## config.mk

```make
export PLATFORM = sky130hd
export DESIGN_NAME = fpu_op_sequencer
export DESIGN_NICKNAME = d
export VERILOG_FILES = /design/src/rtl/fpu_pkg.sv /design/src/rtl/fpu_cmd_fifo.sv /design/src/rtl/fpu_op_sequencer.sv
export SDC_FILE = /design/constraint.sdc
export NUM_CORES = 1
export LEC_CHECK = 0
export BUFFER_PORTS_ARGS = -buffer_cell sky130_fd_sc_hd__buf_2
export CORE_UTILIZATION = 56
export DETAILED_ROUTE_END_ITERATION = 10
export MAX_ROUTING_LAYER = met4
export PLACE_DENSITY = 0.79
export SYNTH_ARGS = -nofsm -noshare
export SYNTH_HDL_FRONTEND = slang
export SYNTH_SLANG_ARGS = --single-unit
export TNS_END_PERCENT = 5
```

## constraint.sdc

```tcl
create_clock -name clk -period 4 [get_ports clk]
set_input_delay 1 -clock clk [delete_from_list [all_inputs] [get_ports clk]]
set_output_delay 1 -clock clk [all_outputs]
set_load 0.005 [all_outputs]
```

## src/rtl/fpu_pkg.sv

```systemverilog
// ---------------------------------------------------------------------------
// fpu_pkg
// Shared definitions for the FPU command sequencer:
//   - opcode encodings presented to the FPU core
//   - fpu_cmd_t : one queued command {op, a, b} (66 bits)
//   - seq_state_e : sequencer FSM states
//   - zero_div_visible() : masks the FPU's sticky zero-division flag
// ---------------------------------------------------------------------------
package fpu_pkg;

   localparam logic [1:0] OP_ADD = 2'b00;
   localparam logic [1:0] OP_SUB = 2'b01;
   localparam logic [1:0] OP_MUL = 2'b10;
   localparam logic [1:0] OP_DIV = 2'b11;

   typedef struct packed {
      logic [1:0]  op;
      logic [31:0] a;
      logic [31:0] b;
   } fpu_cmd_t;

   typedef enum logic [1:0] {
      ST_IDLE  = 2'b00,
      ST_ISSUE = 2'b01,
      ST_HOLD  = 2'b10
   } seq_state_e;

   // The FPU leaves its zero-division flag stale across non-divide ops,
   // so it only means something when the issued op was a divide.
   function automatic logic zero_div_visible(input logic [1:0] op, input logic zd);
      return (op == OP_DIV) && zd;
   endfunction

endpackage

```

## src/rtl/fpu_cmd_fifo.sv

```systemverilog
// ---------------------------------------------------------------------------
// fpu_cmd_fifo
// Synchronous FIFO of fpu_cmd_t entries, synchronous active-low reset.
// Ports:
//   clk, rst_n        : clock, synchronous active-low reset
//   i_push, i_data    : write request (ignored when full) and entry
//   i_pop             : read request (ignored when empty)
//   o_data            : head entry (valid when !o_empty)
//   o_full, o_empty   : occupancy flags
// Pointers wrap naturally; an extra count bit separates full from empty.
// ---------------------------------------------------------------------------
module fpu_cmd_fifo
   import fpu_pkg::*;
#(
   parameter int DEPTH = 4
) (
   input  logic     clk,
   input  logic     rst_n,
   input  logic     i_push,
   input  fpu_cmd_t i_data,
   input  logic     i_pop,
   output fpu_cmd_t o_data,
   output logic     o_full,
   output logic     o_empty
);

   localparam int AW = (DEPTH > 1) ? $clog2(DEPTH) : 1;
   localparam logic [AW:0]   FULL_CNT = (AW+1)'(DEPTH);
   localparam logic [AW:0]   CNT_ONE  = (AW+1)'(1);
   localparam logic [AW-1:0] PTR_ONE  = AW'(1);

   fpu_cmd_t      r_mem [DEPTH];
   logic [AW-1:0] r_wr_ptr;
   logic [AW-1:0] r_rd_ptr;
   logic [AW:0]   r_count;
   logic          w_push;
   logic          w_pop;

   assign o_full  = (r_count == FULL_CNT);
   assign o_empty = (r_count == '0);
   assign w_push  = i_push && !o_full;
   assign w_pop   = i_pop && !o_empty;
   assign o_data  = r_mem[r_rd_ptr];

   // Storage array write port; contents need no reset since the count gates reads.
   always_ff @(posedge clk) begin
      if (w_push) begin
         r_mem[r_wr_ptr] <= i_data;
      end
   end

   // Pointers and occupancy count.
   always_ff @(posedge clk) begin
      if (!rst_n) begin
         r_wr_ptr <= '0;
         r_rd_ptr <= '0;
         r_count  <= '0;
      end else begin
         if (w_push) begin
            r_wr_ptr <= r_wr_ptr + PTR_ONE;
         end
         if (w_pop) begin
            r_rd_ptr <= r_rd_ptr + PTR_ONE;
         end
         case ({w_push, w_pop})
            2'b10:   r_count <= r_count + CNT_ONE;
            2'b01:   r_count <= r_count - CNT_ONE;
            default: r_count <= r_count;
         endcase
      end
   end

endmodule

```

## src/rtl/fpu_op_sequencer.sv

```systemverilog
// ---------------------------------------------------------------------------
// fpu_op_sequencer
// Flow-controlled front-end for an enable-gated FPU core. Commands are queued
// in fpu_cmd_fifo, issued one at a time (A/B/op/en held LATENCY cycles), and
// the sampled result is offered on a valid/ready result port.
// Ports:
//   clk, rst_n                    : clock, synchronous active-low reset
//   cmd_valid/cmd_ready           : command handshake, cmd_a/cmd_b/cmd_op payload
//   fpu_en/fpu_a/fpu_b/fpu_op     : drive to the FPU core
//   fpu_result/fpu_zero_div       : FPU outputs
//   res_valid/res_ready           : result handshake, res_data/res_zero_div payload
//   busy                          : FSM active or commands queued
//   op_count                      : completed handshakes (FPU_SEQ_OPCOUNT_EN), else 0
// Optional feature macro: FPU_SEQ_OPCOUNT_EN
// ---------------------------------------------------------------------------
module fpu_op_sequencer
   import fpu_pkg::*;
#(
   parameter int DEPTH   = 4,
   parameter int LATENCY = 4
) (
   input  logic        clk,
   input  logic        rst_n,
   input  logic        cmd_valid,
   output logic        cmd_ready,
   input  logic [31:0] cmd_a,
   input  logic [31:0] cmd_b,
   input  logic [1:0]  cmd_op,
   output logic        fpu_en,
   output logic [31:0] fpu_a,
   output logic [31:0] fpu_b,
   output logic [1:0]  fpu_op,
   input  logic [31:0] fpu_result,
   input  logic        fpu_zero_div,
   output logic        res_valid,
   input  logic        res_ready,
   output logic [31:0] res_data,
   output logic        res_zero_div,
   output logic        busy,
   output logic [15:0] op_count
);

   localparam int CW = (LATENCY > 1) ? $clog2(LATENCY) : 1;
   localparam logic [CW-1:0] CNT_LAST = CW'(LATENCY - 1);
   localparam logic [CW-1:0] CNT_ONE  = CW'(1);

   seq_state_e    r_state;
   seq_state_e    w_state_nxt;
   logic [CW-1:0] r_lat_cnt;
   logic          r_fpu_en;
   logic [31:0]   r_fpu_a;
   logic [31:0]   r_fpu_b;
   logic [1:0]    r_fpu_op;
   logic          r_res_valid;
   logic [31:0]   r_res_data;
   logic          r_res_zero_div;
   logic          w_pop;
   logic          w_capture;
   logic          w_release;
   logic          w_fifo_full;
   logic          w_fifo_empty;
   fpu_cmd_t      w_cmd_in;
   fpu_cmd_t      w_head;

   assign w_cmd_in = '{op: cmd_op, a: cmd_a, b: cmd_b};

   fpu_cmd_fifo #(.DEPTH(DEPTH)) u_fifo (
      .clk     (clk),
      .rst_n   (rst_n),
      .i_push  (cmd_valid),
      .i_data  (w_cmd_in),
      .i_pop   (w_pop),
      .o_data  (w_head),
      .o_full  (w_fifo_full),
      .o_empty (w_fifo_empty)
   );

   // Next-state and per-cycle control strobes.
   always_comb begin
      w_state_nxt = r_state;
      w_pop       = 1'b0;
      w_capture   = 1'b0;
      w_release   = 1'b0;
      case (r_state)
         ST_IDLE: begin
            if (!w_fifo_empty) begin
               w_pop       = 1'b1;
               w_state_nxt = ST_ISSUE;
            end else begin
               w_state_nxt = ST_IDLE;
            end
         end
         ST_ISSUE: begin
            if (r_lat_cnt == CNT_LAST) begin
               w_capture   = 1'b1;
               w_state_nxt = ST_HOLD;
            end else begin
               w_state_nxt = ST_ISSUE;
            end
         end
         ST_HOLD: begin
            if (res_ready) begin
               w_release   = 1'b1;
               w_state_nxt = ST_IDLE;
            end else begin
               w_state_nxt = ST_HOLD;
            end
         end
         default: begin
            w_state_nxt = ST_IDLE;
         end
      endcase
   end

   // FSM state register.
   always_ff @(posedge clk) begin
      if (!rst_n) begin
         r_state <= ST_IDLE;
      end else begin
         r_state <= w_state_nxt;
      end
   end

   // Issue registers, latency counter and result capture.
   always_ff @(posedge clk) begin
      if (!rst_n) begin
         r_lat_cnt      <= '0;
         r_fpu_en       <= 1'b0;
         r_fpu_a        <= 32'h0000_0000;
         r_fpu_b        <= 32'h0000_0000;
         r_fpu_op       <= 2'b00;
         r_res_valid    <= 1'b0;
         r_res_data     <= 32'h0000_0000;
         r_res_zero_div <= 1'b0;
      end else if (w_pop) begin
         r_fpu_a   <= w_head.a;
         r_fpu_b   <= w_head.b;
         r_fpu_op  <= w_head.op;
         r_fpu_en  <= 1'b1;
         r_lat_cnt <= '0;
      end else if (w_capture) begin
         r_res_data     <= fpu_result;
         r_res_zero_div <= zero_div_visible(r_fpu_op, fpu_zero_div);
         r_res_valid    <= 1'b1;
         r_fpu_en       <= 1'b0;
      end else if (w_release) begin
         r_res_valid <= 1'b0;
      end else if (r_state == ST_ISSUE) begin
         r_lat_cnt <= r_lat_cnt + CNT_ONE;
      end
   end

`ifdef FPU_SEQ_OPCOUNT_EN
   logic [15:0] r_op_count;

   // Completed-handshake counter, wraps at 16'hFFFF.
   always_ff @(posedge clk) begin
      if (!rst_n) begin
         r_op_count <= 16'h0000;
      end else if (r_res_valid && res_ready) begin
         r_op_count <= r_op_count + 16'h0001;
      end
   end

   assign op_count = r_op_count;
`else
   assign op_count = 16'h0000;
`endif

   assign cmd_ready    = !w_fifo_full;
   assign busy         = (r_state != ST_IDLE) || !w_fifo_empty;
   assign fpu_en       = r_fpu_en;
   assign fpu_a        = r_fpu_a;
   assign fpu_b        = r_fpu_b;
   assign fpu_op       = r_fpu_op;
   assign res_valid    = r_res_valid;
   assign res_data     = r_res_data;
   assign res_zero_div = r_res_zero_div;

endmodule

```

==> results.py <==
metrics = {
    "placement": {
        "post-place-ws_ns": 1.384,
        "dp_hpwl_mm": 14.77,
        "port-buffer-count": 205,
        "gp_congestion": 0.6745,
    },
    "global_route": {
        "antenna_found_initial": 9,
        "grt_first_pass_wirelength_mm": 39.61,
        "grt_usage_pct": 22.18,
        "grt_pass1_vias": 7132,
        "grt_max_degree": 69,
        "overflow": 0,
    },
    "cts": {
        "ctsResizeCount": 0,
        "cts.clk_slew.worst_paths_ns": 0.06,
        "cts-root-buf": "clkbuf_16",
        "clock_path_buffers": 3,
        "cts_hold_buf": 0,
        "cts_tree": "built",
        "clock-sinks": 376,
        "post-cts-setup-buffers": 0,
        "clock_latency_ns": 0.52,
        "cts_buffers": 37,
        "htree_levels": 2,
    },
    "detailed_routing": {
        "antenna_left": 0,
        "wire_per_inst_um": 20.43,
        "routed_wl_mm": 26.33,
        "via_per_inst": 5.578,
        "drc": 0,
        "num_vias": 7190,
        "dr.first_iter.drc_count": 490,
        "drtPass1Iterations": 5,
    },
    "pwr": {
        "p_per_area_nw_per_um2": 688.8,
        "p_leak_nw": 5.867,
        "max-vdd-ir-drop_v": 0.0004371,
    },
    "logic_synthesis": {
        "syn_area_um2": 13480,
        "syn_inst": 729,
        "yosysSeqAreaShare_pct": 75.45,
        "async_reset_ff_share_pct": 0,
        "yosysWarnings": 0,
        "synth_edf_count": 264,
        "avgSynthCellArea_um2": 18.49,
        "synthFlopType": "edfxtp_1",
        "yosysUniqueCellTypes": 42,
        "synth-seq-cells": 376,
    },
    "sta": {
        "rsz0062_at_grt": "false",
        "fmax_ghz": 0.3620,
        "hold_viol_final": 0,
        "relSlewSlack_pct": 11.56,
        "period_minus_slack_ns": 2.762,
        "setup_viol": 0,
        "finalMaxSlewViolations": 0,
        "skew_ns": 0.01896,
        "tightest_slew_ns": 1.323,
        "fin_crit_sh_pct": 69.05,
        "setup_slack_ns": 1.238,
        "setup_tns_ns": 0,
    },
    "worst_setup_path": {
        "max_stage_delay_ns": 0.46,
        "crit_chain": "nor3_2, nand2_1, buf_2",
        "critPathKind": "reg -> out",
        "critPathBufInv": 1,
        "worstPathMaxFanout": 7,
        "path_delay_family": "simple AND/OR/NAND/NOR gates",
        "arrival_ns": 1.76,
        "end_kind": "output pin",
        "start_kind": "register",
        "cp_slowest_cell": "nor3_2",
        "cp.required_ns": 3.00,
    },
    "floorplanning": {
        "die_h_um": 157.1,
        "start_util_pct": 57.25,
        "io_pins": 222,
        "die-area_um2": 24690,
        "dieWidth_um": 157.1,
        "std_cell_rows": 56,
        "core_um2": 23540,
    },
    "layout": {
        "area_growth_pct": 19.04,
        "final_common_cell": "edfxtp_1",
        "fin_nets": 1042,
        "final_cell_mix": "264 x edfxtp_1, 205 x buf_2, 110 x dfxtp_1",
        "drive_gt1_share_pct": 36.84,
    },
    "hold_path": {
        "hold_class": "reg -> reg",
    },
    "run": {
        "cap_violations": 0,
    },
    "outcome": {
        "outcome": "finished clean",
    },
}
==> worst paths after layout <==
path | start | to | slack (ns) | cells after the start
setup / recovery | u_fifo.r_count[0]$_SDFFE_PN0P_ | busy | 1.24 | 3
hold / removal | res_zero_div$_SDFFE_PN0P_ | res_zero_div$_SDFFE_PN0P_ | 0.45 | 2
hold reg to reg | res_zero_div$_SDFFE_PN0P_ | res_zero_div$_SDFFE_PN0P_ | 0.45 | 2
setup reg to reg | u_fifo.r_count[0]$_SDFFE_PN0P_ | u_fifo.r_count[2]$_SDFFE_PN0P_ | 1.56 | 7
==> state kept, by name (all words and copies together) (netlist names) <==
register	count
u_fifo.r_count	3
u_fifo.r_rd_ptr	2
fpu_op	2
u_fifo.r_mem	264
u_fifo.r_wr_ptr	2
fpu_b	32
r_state	2
res_valid	1
fpu_a	32
res_zero_div	1
res_data	32
fpu_en	1
r_lat_cnt	2
==> where the power goes <==
group | internal [mW] | switching (mW)
clock network | 2.34 | 1.46
logic | 1.10 | 0.915
registers | 4.75 | 0.495
==> Yosys cell counts (all sizes together) (2+ instances only) <==
cell      n  share of area, %
dfxtp   112                17
a21o      2              0.11
nand2    70               1.9
a21oi    39               1.4
o21ai     2             0.074
edfxtp  264                59
inv       3             0.084
buf      50               2.6
or3b      2              0.13
mux2i     3              0.22
nor3      4              0.19
nor2      3             0.084
ha        6              0.56
a22o     66               4.3
nand3     2             0.074
clkbuf   11              0.31
and3b     2              0.13
o21a      2              0.11
mux4     66                11
and3      4              0.19
xnor2     2              0.13
==> cells by family (layout without fill, tap and decap cells) <==
logic type               Yosys count  count (layout)  synth area share (%)
flip-flops                       376             376                 75.45
AO/OA/AOI/OAI                    113             113                 6.155
AND/OR/NAND/NOR                   96              96                 3.268
multiplexers                      69              69                 11.25
buffers and inverters             64             281                 2.943
adder cells (fa/ha/maj)            7               7                0.7055
XOR/XNOR                           3               3                0.1950
other                              1              25               0.02782
==> per-layer routing <==
layer	GRT usage (%)	up-vias	wire, um
met4	7.675	0	541
met2	37.25	263	13530
met5	-	-	0
li1	-	3269	-
met1	26.43	3619	10430
met3	5.231	39	1832
==> worst register-to-register path, cell delays in order, from the launching register on <==
cell     delay (ns)
dfxtp_1        0.36
nor3_2         0.46
nor3_1         0.25
ha_1           0.29
fa_1           0.44
xnor2_1        0.14
or3_1          0.30
a21oi_1        0.13
==> area by class of cell <==
cell class	instances	area, um2
Sequential cell	376	10180
Timing Repair Buffer	210	1064
Tap cell	319	399.1
Clock buffer	44	1005
Multi-Input combinational cell	304	2998
Antenna cell	9	22.52
Clock inverter	24	367.9
Inverter	3	11.26
Fill cell	1540	7498
==> metrics by stage <==
step	power (mW)	instance area, um2	std cells	util [%]	hold slack, ns
after floorplan	6.621	13530	744	-	0.4483
after global placement	7.274	14650	1212	62.22	0.4388
after detailed placement	7.339	14650	1212	62.22	0.4428
after CTS	11.15	16020	1280	68.05	0.4509
after global routing	11.51	16040	1289	68.15	0.4676
final	11.05	16040	1289	68.15	0.4478
Power figures use the tool's default switching activity.
